## src/rtl/cpu_pkg.sv

```systemverilog
// Shared definitions for the pipelined CPU front end.
//   - PCSRC_* : decode's next-PC source select codes (pcsource).
//   - SELPC_* : interrupt/eret override select codes (selpc).
//   - *_DEF   : default reset PC, exception vector and bubble word.
//   - fetch_state_t : instruction-fetch FSM state encoding.
// Optional feature macro: IF_FLUSH_EN adds the DISCARD fetch state.
package cpu_pkg;

    localparam logic [1:0] PCSRC_PC4  = 2'b00;
    localparam logic [1:0] PCSRC_BPC  = 2'b01;
    localparam logic [1:0] PCSRC_JPC  = 2'b10;
    localparam logic [1:0] PCSRC_JPC2 = 2'b11;

    localparam logic [1:0] SELPC_PCSRC = 2'b00;
    localparam logic [1:0] SELPC_EPC   = 2'b01;
    localparam logic [1:0] SELPC_EXC   = 2'b10;
    localparam logic [1:0] SELPC_EXC2  = 2'b11;

    localparam logic [31:0] RESET_PC_DEF   = 32'h0000_0000;
    localparam logic [31:0] EXC_VECTOR_DEF = 32'h0000_0008;
    localparam logic [31:0] NOP_WORD_DEF   = 32'h0000_0000;

`ifdef IF_FLUSH_EN
    typedef enum logic [1:0] {
        FETCH   = 2'd0,
        HELD    = 2'd1,
        DISCARD = 2'd2
    } fetch_state_t;
`else
    typedef enum logic [1:0] {
        FETCH = 2'd0,
        HELD  = 2'd1
    } fetch_state_t;
`endif

endpackage

```

## src/rtl/npc_sel.sv

```systemverilog
// Combinational next-PC selection.
//   pc        : current fetch PC
//   pcsource  : 00 pc+4, 01 bpc, 10/11 jpc
//   selpc     : 00 use pcsource, 01 epc, 10/11 EXC_VECTOR
//   bpc/jpc/epc : candidate targets from decode
//   pend/pend_pc: a retained redirect, which overrides everything
//   tgt       : redirect target selected this cycle
//   redir     : a redirect is requested this cycle
//   npc       : next PC (32-bit wrap)
module npc_sel
    import cpu_pkg::*;
#(
    parameter logic [31:0] EXC_VECTOR = EXC_VECTOR_DEF
) (
    input  logic [31:0] pc,
    input  logic [1:0]  pcsource,
    input  logic [1:0]  selpc,
    input  logic [31:0] bpc,
    input  logic [31:0] jpc,
    input  logic [31:0] epc,
    input  logic        pend,
    input  logic [31:0] pend_pc,
    output logic [31:0] tgt,
    output logic        redir,
    output logic [31:0] npc
);

    logic [31:0] pc_plus4;
    logic [31:0] src_pc;

    assign pc_plus4 = pc + 32'd4;

    always_comb begin
        src_pc = pc_plus4;
        case (pcsource)
            PCSRC_PC4:  src_pc = pc_plus4;
            PCSRC_BPC:  src_pc = bpc;
            PCSRC_JPC:  src_pc = jpc;
            PCSRC_JPC2: src_pc = jpc;
            default:    src_pc = pc_plus4;
        endcase
    end

    always_comb begin
        tgt = src_pc;
        case (selpc)
            SELPC_PCSRC: tgt = src_pc;
            SELPC_EPC:   tgt = epc;
            SELPC_EXC:   tgt = EXC_VECTOR;
            SELPC_EXC2:  tgt = EXC_VECTOR;
            default:     tgt = src_pc;
        endcase
    end

    assign redir = (selpc != SELPC_PCSRC) || (pcsource != PCSRC_PC4);

    always_comb begin
        npc = pc_plus4;
        if (pend)
            npc = pend_pc;
        else if (redir)
            npc = tgt;
    end

endmodule

```

## src/rtl/if_stage.sv

```systemverilog
// Instruction-fetch stage: owns the PC, drives a req/ack instruction
// memory port and holds the IF/ID pipeline register feeding decode.
//   clk, rst        : clock, synchronous active-high reset
//   stall           : decode load-use stall, freezes PC and IF/ID
//   pcsource, selpc : next-PC selects from decode
//   bpc, jpc, epc   : branch, jump and EPC targets
//   imem_req/addr   : fetch request and address (current PC)
//   imem_ack/rdata  : read data valid and instruction word
//   npc             : combinational next PC (saved to EPC on interrupt)
//   id_pc, pc4, inst, id_valid : IF/ID register contents
// Optional feature macro: IF_FLUSH_EN -- an exception squashes the
// instruction being fetched instead of letting it run as a delay slot.
module if_stage
    import cpu_pkg::*;
#(
    parameter logic [31:0] RESET_PC   = RESET_PC_DEF,
    parameter logic [31:0] EXC_VECTOR = EXC_VECTOR_DEF,
    parameter logic [31:0] NOP_WORD   = NOP_WORD_DEF
) (
    input  logic        clk,
    input  logic        rst,
    input  logic        stall,
    input  logic [1:0]  pcsource,
    input  logic [1:0]  selpc,
    input  logic [31:0] bpc,
    input  logic [31:0] jpc,
    input  logic [31:0] epc,
    output logic        imem_req,
    output logic [31:0] imem_addr,
    input  logic        imem_ack,
    input  logic [31:0] imem_rdata,
    output logic [31:0] npc,
    output logic [31:0] id_pc,
    output logic [31:0] pc4,
    output logic [31:0] inst,
    output logic        id_valid
);

    fetch_state_t state, state_next;

    logic [31:0] pc;
    logic [31:0] pc_plus4;
    logic        pend;
    logic [31:0] pend_pc;
    logic [31:0] buffer;
    logic [31:0] tgt;
    logic        redir;
    logic        fc;
    logic        flush;
    logic [31:0] fetched_word;

    npc_sel #(
        .EXC_VECTOR (EXC_VECTOR)
    ) u_npc_sel (
        .pc       (pc),
        .pcsource (pcsource),
        .selpc    (selpc),
        .bpc      (bpc),
        .jpc      (jpc),
        .epc      (epc),
        .pend     (pend),
        .pend_pc  (pend_pc),
        .tgt      (tgt),
        .redir    (redir),
        .npc      (npc)
    );

    assign pc_plus4     = pc + 32'd4;
    assign imem_addr    = pc;
    assign imem_req     = !rst && (state == FETCH);
    assign fc           = ((state == FETCH) && imem_ack) || (state == HELD);
    assign fetched_word = (state == HELD) ? buffer : imem_rdata;

`ifdef IF_FLUSH_EN
    assign flush = !stall && selpc[1];
`else
    assign flush = 1'b0;
`endif

    always_ff @(posedge clk) begin
        if (rst)
            state <= FETCH;
        else
            state <= state_next;
    end

    always_comb begin
        state_next = state;
        case (state)
            FETCH: begin
                if (imem_ack && stall)
                    state_next = HELD;
`ifdef IF_FLUSH_EN
                // An un-acked fetch squashed by an exception still owes
                // one ack, which must not be taken as the vector's word.
                else if (flush && !imem_ack)
                    state_next = DISCARD;
`endif
                else
                    state_next = FETCH;
            end
            HELD: begin
                if (!stall)
                    state_next = FETCH;
            end
`ifdef IF_FLUSH_EN
            DISCARD: begin
                if (imem_ack)
                    state_next = FETCH;
            end
`endif
            default: state_next = FETCH;
        endcase
    end

    always_ff @(posedge clk) begin
        if (rst) begin
            pc       <= RESET_PC;
            id_pc    <= '0;
            pc4      <= '0;
            inst     <= NOP_WORD;
            id_valid <= 1'b0;
            pend     <= 1'b0;
            pend_pc  <= '0;
            buffer   <= NOP_WORD;
        end else begin
            // Ack arriving under stall is parked until decode releases.
            if ((state == FETCH) && imem_ack && stall)
                buffer <= imem_rdata;

            if (!stall) begin
                if (flush) begin
                    inst     <= NOP_WORD;
                    id_valid <= 1'b0;
                    pc       <= EXC_VECTOR;
                    pend     <= 1'b0;
                end else if (fc) begin
                    id_pc    <= pc;
                    pc4      <= pc_plus4;
                    inst     <= fetched_word;
                    id_valid <= 1'b1;
                    pc       <= npc;
                    pend     <= 1'b0;
                end else begin
                    inst     <= NOP_WORD;
                    id_valid <= 1'b0;
                    // First redirect seen during a wait is retained;
                    // later ones are dropped until it is applied.
                    if (redir && !pend) begin
                        pend    <= 1'b1;
                        pend_pc <= tgt;
                    end
                end
            end
        end
    end

endmodule

```

## config.mk

```make
export PLATFORM = sky130hd
export DESIGN_NAME = if_stage
export DESIGN_NICKNAME = d
export VERILOG_FILES = /design/src/rtl/cpu_pkg.sv /design/src/rtl/npc_sel.sv /design/src/rtl/if_stage.sv
export SDC_FILE = /design/constraint.sdc
export NUM_CORES = 1
export LEC_CHECK = 0
export ABC_AREA = 1
export BUFFER_PORTS_ARGS = -buffer_cell sky130_fd_sc_hd__buf_2
export CAP_MARGIN = 40
export CORE_MARGIN = 2
export CORE_UTILIZATION = 35
export CTS_CLUSTER_SIZE = 40
export DETAILED_ROUTE_END_ITERATION = 12
export GPL_TIMING_DRIVEN = 0
export PLACE_DENSITY = 0.63
export SKIP_LAST_GASP = 1
export SYNTH_ARGS = -nofsm -noshare
export SYNTH_HDL_FRONTEND = slang
export SYNTH_SLANG_ARGS = --single-unit
```

## constraint.sdc

```tcl
create_clock -name clk -period 2 [get_ports clk]
set_input_delay 0.1 -clock clk [delete_from_list [all_inputs] [get_ports clk]]
set_output_delay 0.1 -clock clk [all_outputs]
set_load 0.1 [all_outputs]
```

Yosys cells after proc, flatten, opt, wreduce, memory -nomap -nowiden
Cells that the tools add are included.

Register bits: 196. Input bits: 136. Logic and storage cells: 52.

$add $sub $neg: 1. Equal/unequal tests: 8. Multiplexer cells: 12. Bitwise logic cells: 2. Reductions and logical operators: 20.

Operator list (count): 32-bit one-hot mux with 3 select lines (2); 32-bit two-way mux (4); 32-bit by 3-bit adder with 32-bit output (second input constant) (1); 2-bit == test (second input constant) (4); 2-bit by 1-bit == test with 1-bit output (second input constant) (3); 2-bit zero test (3); 2-bit nonzero test (3); 1-bit logical AND (5); 1-bit two-way mux (4); 2-bit one-hot mux with 2 select lines (1); 2-bit AND reduction (2); 2-bit OR reduction (2); 3-bit AND reduction (1); 1-bit zero test (2); 1-bit logical OR (2); 2-bit two-way mux (1); 2-bit != test (second input constant) (1); 1-bit inverter (2).

Longest topological paths before layout
Depth after elaboration: 6. Mapped depth: 15.

Cells and area by module
Synthesis repeated with hierarchy kept, for this count alone.

Cell total of the unflattened synthesis: 1557. Area total of the unflattened synthesis: 9962.1 sq um.

By module, submodules not included: if_stage (instances 1, cells each 1052, area an instance 7663.6 sq um, seq. area each 3863.7 sq um); npc_sel (instances 1, cells each 505, area an instance 2298.5 sq um, seq. area each 0.0 sq um).

Least setup slack after synthesis
No wires, ideal clock.

Path type: register to output. Start: register pc[3] (netlist: imem_addr[3]). End: output npc[24]. Data arrival time: 2.814 ns. Slack: -0.914 ns. Stages on the path, launching flop included: 12. Buffers on the path: 0. Cells stage by stage: dfxtp_1 > ha_1 > nand2_1 > nor2_1 > nand2_2 > nor2_4 > nand3_1 > xor2_1 > nand2_1 > nand2_1 > o21ai_0 > inv_1.

Cells in the longest elaborated chain, start to end: 5.

Ends and longest elaborated chain: start, declared (line if_stage.sv:41) `logic [31:0] pc;`; start signal, assigned (line if_stage.sv:142) `pc <= npc;`; 32-bit by 3-bit adder with 32-bit output (*) (line npc_sel.sv:31) `assign pc_plus4 = pc + 32'd4;`; 32-bit one-hot mux with 3 select lines (line npc_sel.sv:35) `case (pcsource)`; 32-bit one-hot mux with 3 select lines (line npc_sel.sv:46) `case (selpc)`; 32-bit two-way mux (*) (line npc_sel.sv:61) `else if (redir)`; 32-bit two-way mux (*) (line npc_sel.sv:59) `if (pend)`; end, declared (line if_stage.sv:32) `output logic [31:0] npc,`.

Mark *: on every way between the ends. The rest lies on a longest branch, timed or not.

Worst setup path in the final report
Start: register pc[10] (netlist: imem_addr[10]). End: output npc[26].

Same word-level chain as after synthesis.

==> results summary <==
The share of synthesized flip-flops with an asynchronous set or reset is 0. The total CTS buffers is 17. The highest net fanout along the worst path came out at 6. The synthesized netlist net count is 1506.

The first-pass GRT wire length came out at 56.5 mm. The switching share of power is 0.419. The clock-pin slew of the registers on the worst-case setup and hold paths came out at 0.08 ns. The number of enable flip-flop cells after synthesis came out at 0. In this run the clock root is driven by a clkbuf_16. Measured in cells, the most critical reg-to-reg path has a length of 14.

The layout-stage area growth over the synthesis result is 50.5%. A synthesized cell averages 6.75 sq um. The final count of pins violating max slew came to 0. The core area is 0.0260 sq mm. The logic gate share of total power is 0.337.

298 I/O pins were placed. The final layout contains routed wiring with a total length of 37.7 mm. The final global-route overflow total came out at 0.

The worst-case IR drop observed on VDD is 0.000538 V. The post-route setup TNS came out at -10.13 ns. The DRC violation count after routing came out at 0. The number of antenna violations at the first check in global routing is 0.

The maximum clock frequency is 0.403 GHz. The shortest period the worst path allows is 2.48 ns. The run finished, with violations left. The minimum setup slack after placement came out at -0.437 ns. The number of different library cells in the post-synthesis netlist is 38. The share of total power in the clock network is 0.298. In the final routed layout, each cell accounts on average for 17.7 um.

The warning count from the yosys run came out at 0. The floorplan row count is 59. The min-delay analysis places its worst path in the category input pin to register. Across all setup checks in the final design, the least slack found is -0.480 ns.

The global routing usage summed across all routing layers came out at 0.259. The max-capacitance violation count came out at 0. The worst setup path is captured at a primary output. The antenna cell count is 0. The final weighted congestion of routability-driven global placement is 0.904. The critical path in this run is classified as register to primary output. The portion of the post-synthesis area used by sequential elements is 0.418. The final net count came out at 1922. The internal portion of the total power is 6.89 mW. Counting along the longest clock path gives a buffer depth of 2. After synthesis the netlist holds a flip-flop and latch count of 193. The final reports fail on negative setup slack. Of the total power, registers draw 0.365. The placed wire-length estimate after detailed placement came out at 28.2 mm. The synthesized instance count came out at 1369. STA puts the critical path data arrival time at 2.38 ns. Setup repair after global routing could not meet its margin everywhere. Summed over all cells, the static leakage comes to 6.66 nW.

The required time at the worst-slack endpoint came out at 1.90 ns. For this block, the initial DRC count from the detailed router was 930. For this run, the leading register cell type out of synthesis is dfxtp_1. The count of filler cells inserted in the layout is 2593. Dividing the final minimum period by the clock period gives 1.24. The maximum clock skew at final layout came out at 0.0140 ns. Setup violations remaining at the end of the flow were counted as 29. The clock tree from TritonCTS is done. The power per standard cell area is 853 mW/mm^2.

The die outline width came out at 166 um. The post-synth design cell area came out at 0.00924 sq mm. The pre-antenna-repair detailed-routing pass consisted of 5 iterations. The final antenna-violating net count is 0. The final standard cell utilization of the core is 0.535. Total power for the finished layout comes to 11.9 mW. In this run the tool buffered the top-level ports with 294 buffer cells. The count of final hold-check violations is 0. The reported net switching power is 4.97 mW. The via-per-instance ratio came out at 5.17. The H-tree was split into 4 levels. Of the cells placed in the final design, the portion with a size suffix greater than 1 is 0.341.

The routed layout has 11000 vias. The die is 166 um tall. Counting instances, the worst hold path has a depth of 4. The die area is 0.0277 sq mm. The actual slew at the worst max-slew pin is 0.811 ns.

The total instance count after detailed placement is 1998. The startpoint type of the worst setup path is a register. The initial core utilization is 0.355. The tightest slew margin relative to the limit came out at 0.459.

The number of global-route vias before repair came out at 10200. Excluding fillers, the count of instances in the completed layout stands at 2133. The clock insertion delay at the later pin of the skew report is 0.45 ns. The clock sink total is 193. The largest net degree at the start of global routing is 21.
[per-stage QoR]
| stage | hold slack [ns] | instance area, sq um |
|---|---|---|
| finish | 0.0000245 | 13900 |
| global route | 0.0371 | 13900 |
| CTS | 0.00388 | 13100 |
| detailed placement | 0.365 | 11400 |
| global placement | 0.364 | 11400 |
| floorplan | 0.242 | 9490 |
[critical path, stage by stage (launching register included)]
cell and delay [ns]:
dfxtp_4 0.42, nand2_2 0.14, nor2_2 0.17, inv_1 0.09, nor2_4 0.20, nand2_4 0.12, o21ai_1 0.13, nand2_1 0.11
nand2_2 0.09, nand2_2 0.06, o21ai_4 0.09, clkinvlp_4 0.14, buf_12 0.17
[cells in the final DEF (no fill, tap or decap), drive strengths merged]
master and n:
nand3 67, a31oi 10, or2 2, ha 1
a211oi 4, mux2i 2, dlymetal6s2s 1, xor2 14
buf 386, dfxtp 193, nand2 254, nand3b 1
dlygate4sd3 45, o211ai 5, clkbuf 79, a21oi 139
nor3 5, clkinvlp 14, xnor2 5, nand4 3
clkinv 8, a221oi 1, a21o 11, nor2 231
inv 111, a21boi 5, o21ai 201
[cell usage after synthesis, types with 2 or more instances]
cell type	instances	area, sq um
nand3_1	67	335
mux2i_1	2	20.0
buf_2	21	105
a31oi_1	10	62.6
nor2_1	219	822
buf_1	5	18.8
nand4_1	3	18.8
a21oi_1	139	696
nor3_1	5	25.0
o211ai_1	5	37.5
o21ai_0	194	971
nor2_4	6	67.6
dfxtp_1	193	3860
a21o_1	10	75.1
nand2_2	5	31.3
xor2_1	14	123
a211oi_1	4	30.0
o21ai_1	5	25.0
o21ai_2	2	17.5
nor2_2	6	37.5
xnor2_1	5	43.8
a21boi_0	4	30.0
clkbuf_8	2	27.5
buf_4	9	67.6
clkbuf_1	55	206
inv_1	118	443
or2_2	2	12.5
clkbuf_2	2	10.0
nand2_1	248	931
[cell families after synthesis]
logic type / count (synthesis) / share of synthesized area
compound gates: 376 / 0.213
xor+xnor: 19 / 0.0180
fa+ha+maj: 1 / 0.00135
buf+inv: 215 / 0.0981
flops: 193 / 0.418
mux: 2 / 0.00217
simple gates: 563 / 0.249
[final cells by class]
cell class | count | area [sq um] | share of cell area
sequential | 193 | 3960 | 0.285
multi-input combinational | 961 | 5130 | 0.369
clock buffer | 18 | 450 | 0.0324
clock inverter | 14 | 160 | 0.0115
timing repair buffer | 399 | 2810 | 0.202
buffer | 94 | 463 | 0.0333
tap | 335 | 419 | 0.0302
inverter | 119 | 507 | 0.0365
[timing repair]
action,4_1_cts,5_1_grt
setup endpoints to repair,44,82
pin swaps,24,51
endpoints found under the hold margin,77,0
resized for setup,153,117
hold buffers,45,0
setup buffers,22,38
[worst paths after layout]
kind	slack (ns)	endpoint	from
worst max-delay path	-0.48	npc[26]	imem_addr[10]
worst min-delay path	0.00002	pend_pc[21]	epc[21]
worst max register to register	0.02	pc4[28]	imem_addr[2]
worst min register to register	0.46	pend_pc[29]	pend_pc[29]
[state kept, by name, summed over array words and instances, names as in the netlist]
register	count
pend	1
buffer	32
id_pc	32
inst	32
pend_pc	32
imem_addr	32
id_valid	1
state	1
pc4	30
[power by group through the flow]
stage               Combinational (mW)  Sequential, mW  Clock, mW
floorplan                         1.46            5.62          0
global placement                  3.46            4.39          0
detailed placement                3.48            4.39          0
CTS                               3.80            4.31       3.57
global route                      4.18            4.35       3.76
finish                            4.00            4.32       3.53
[per-layer routing]
metal	share of wire	vias to the layer above	GRT usage	wire length, um
met5	0	-	0	0
met4	0.031	0	0.0922	1160
met3	0.055	63	0.0416	2070
met2	0.47	407	0.421	17600
met1	0.45	5300	0.350	16900
li1	-	5257	-	-
Power figures use the tool's default switching activity.
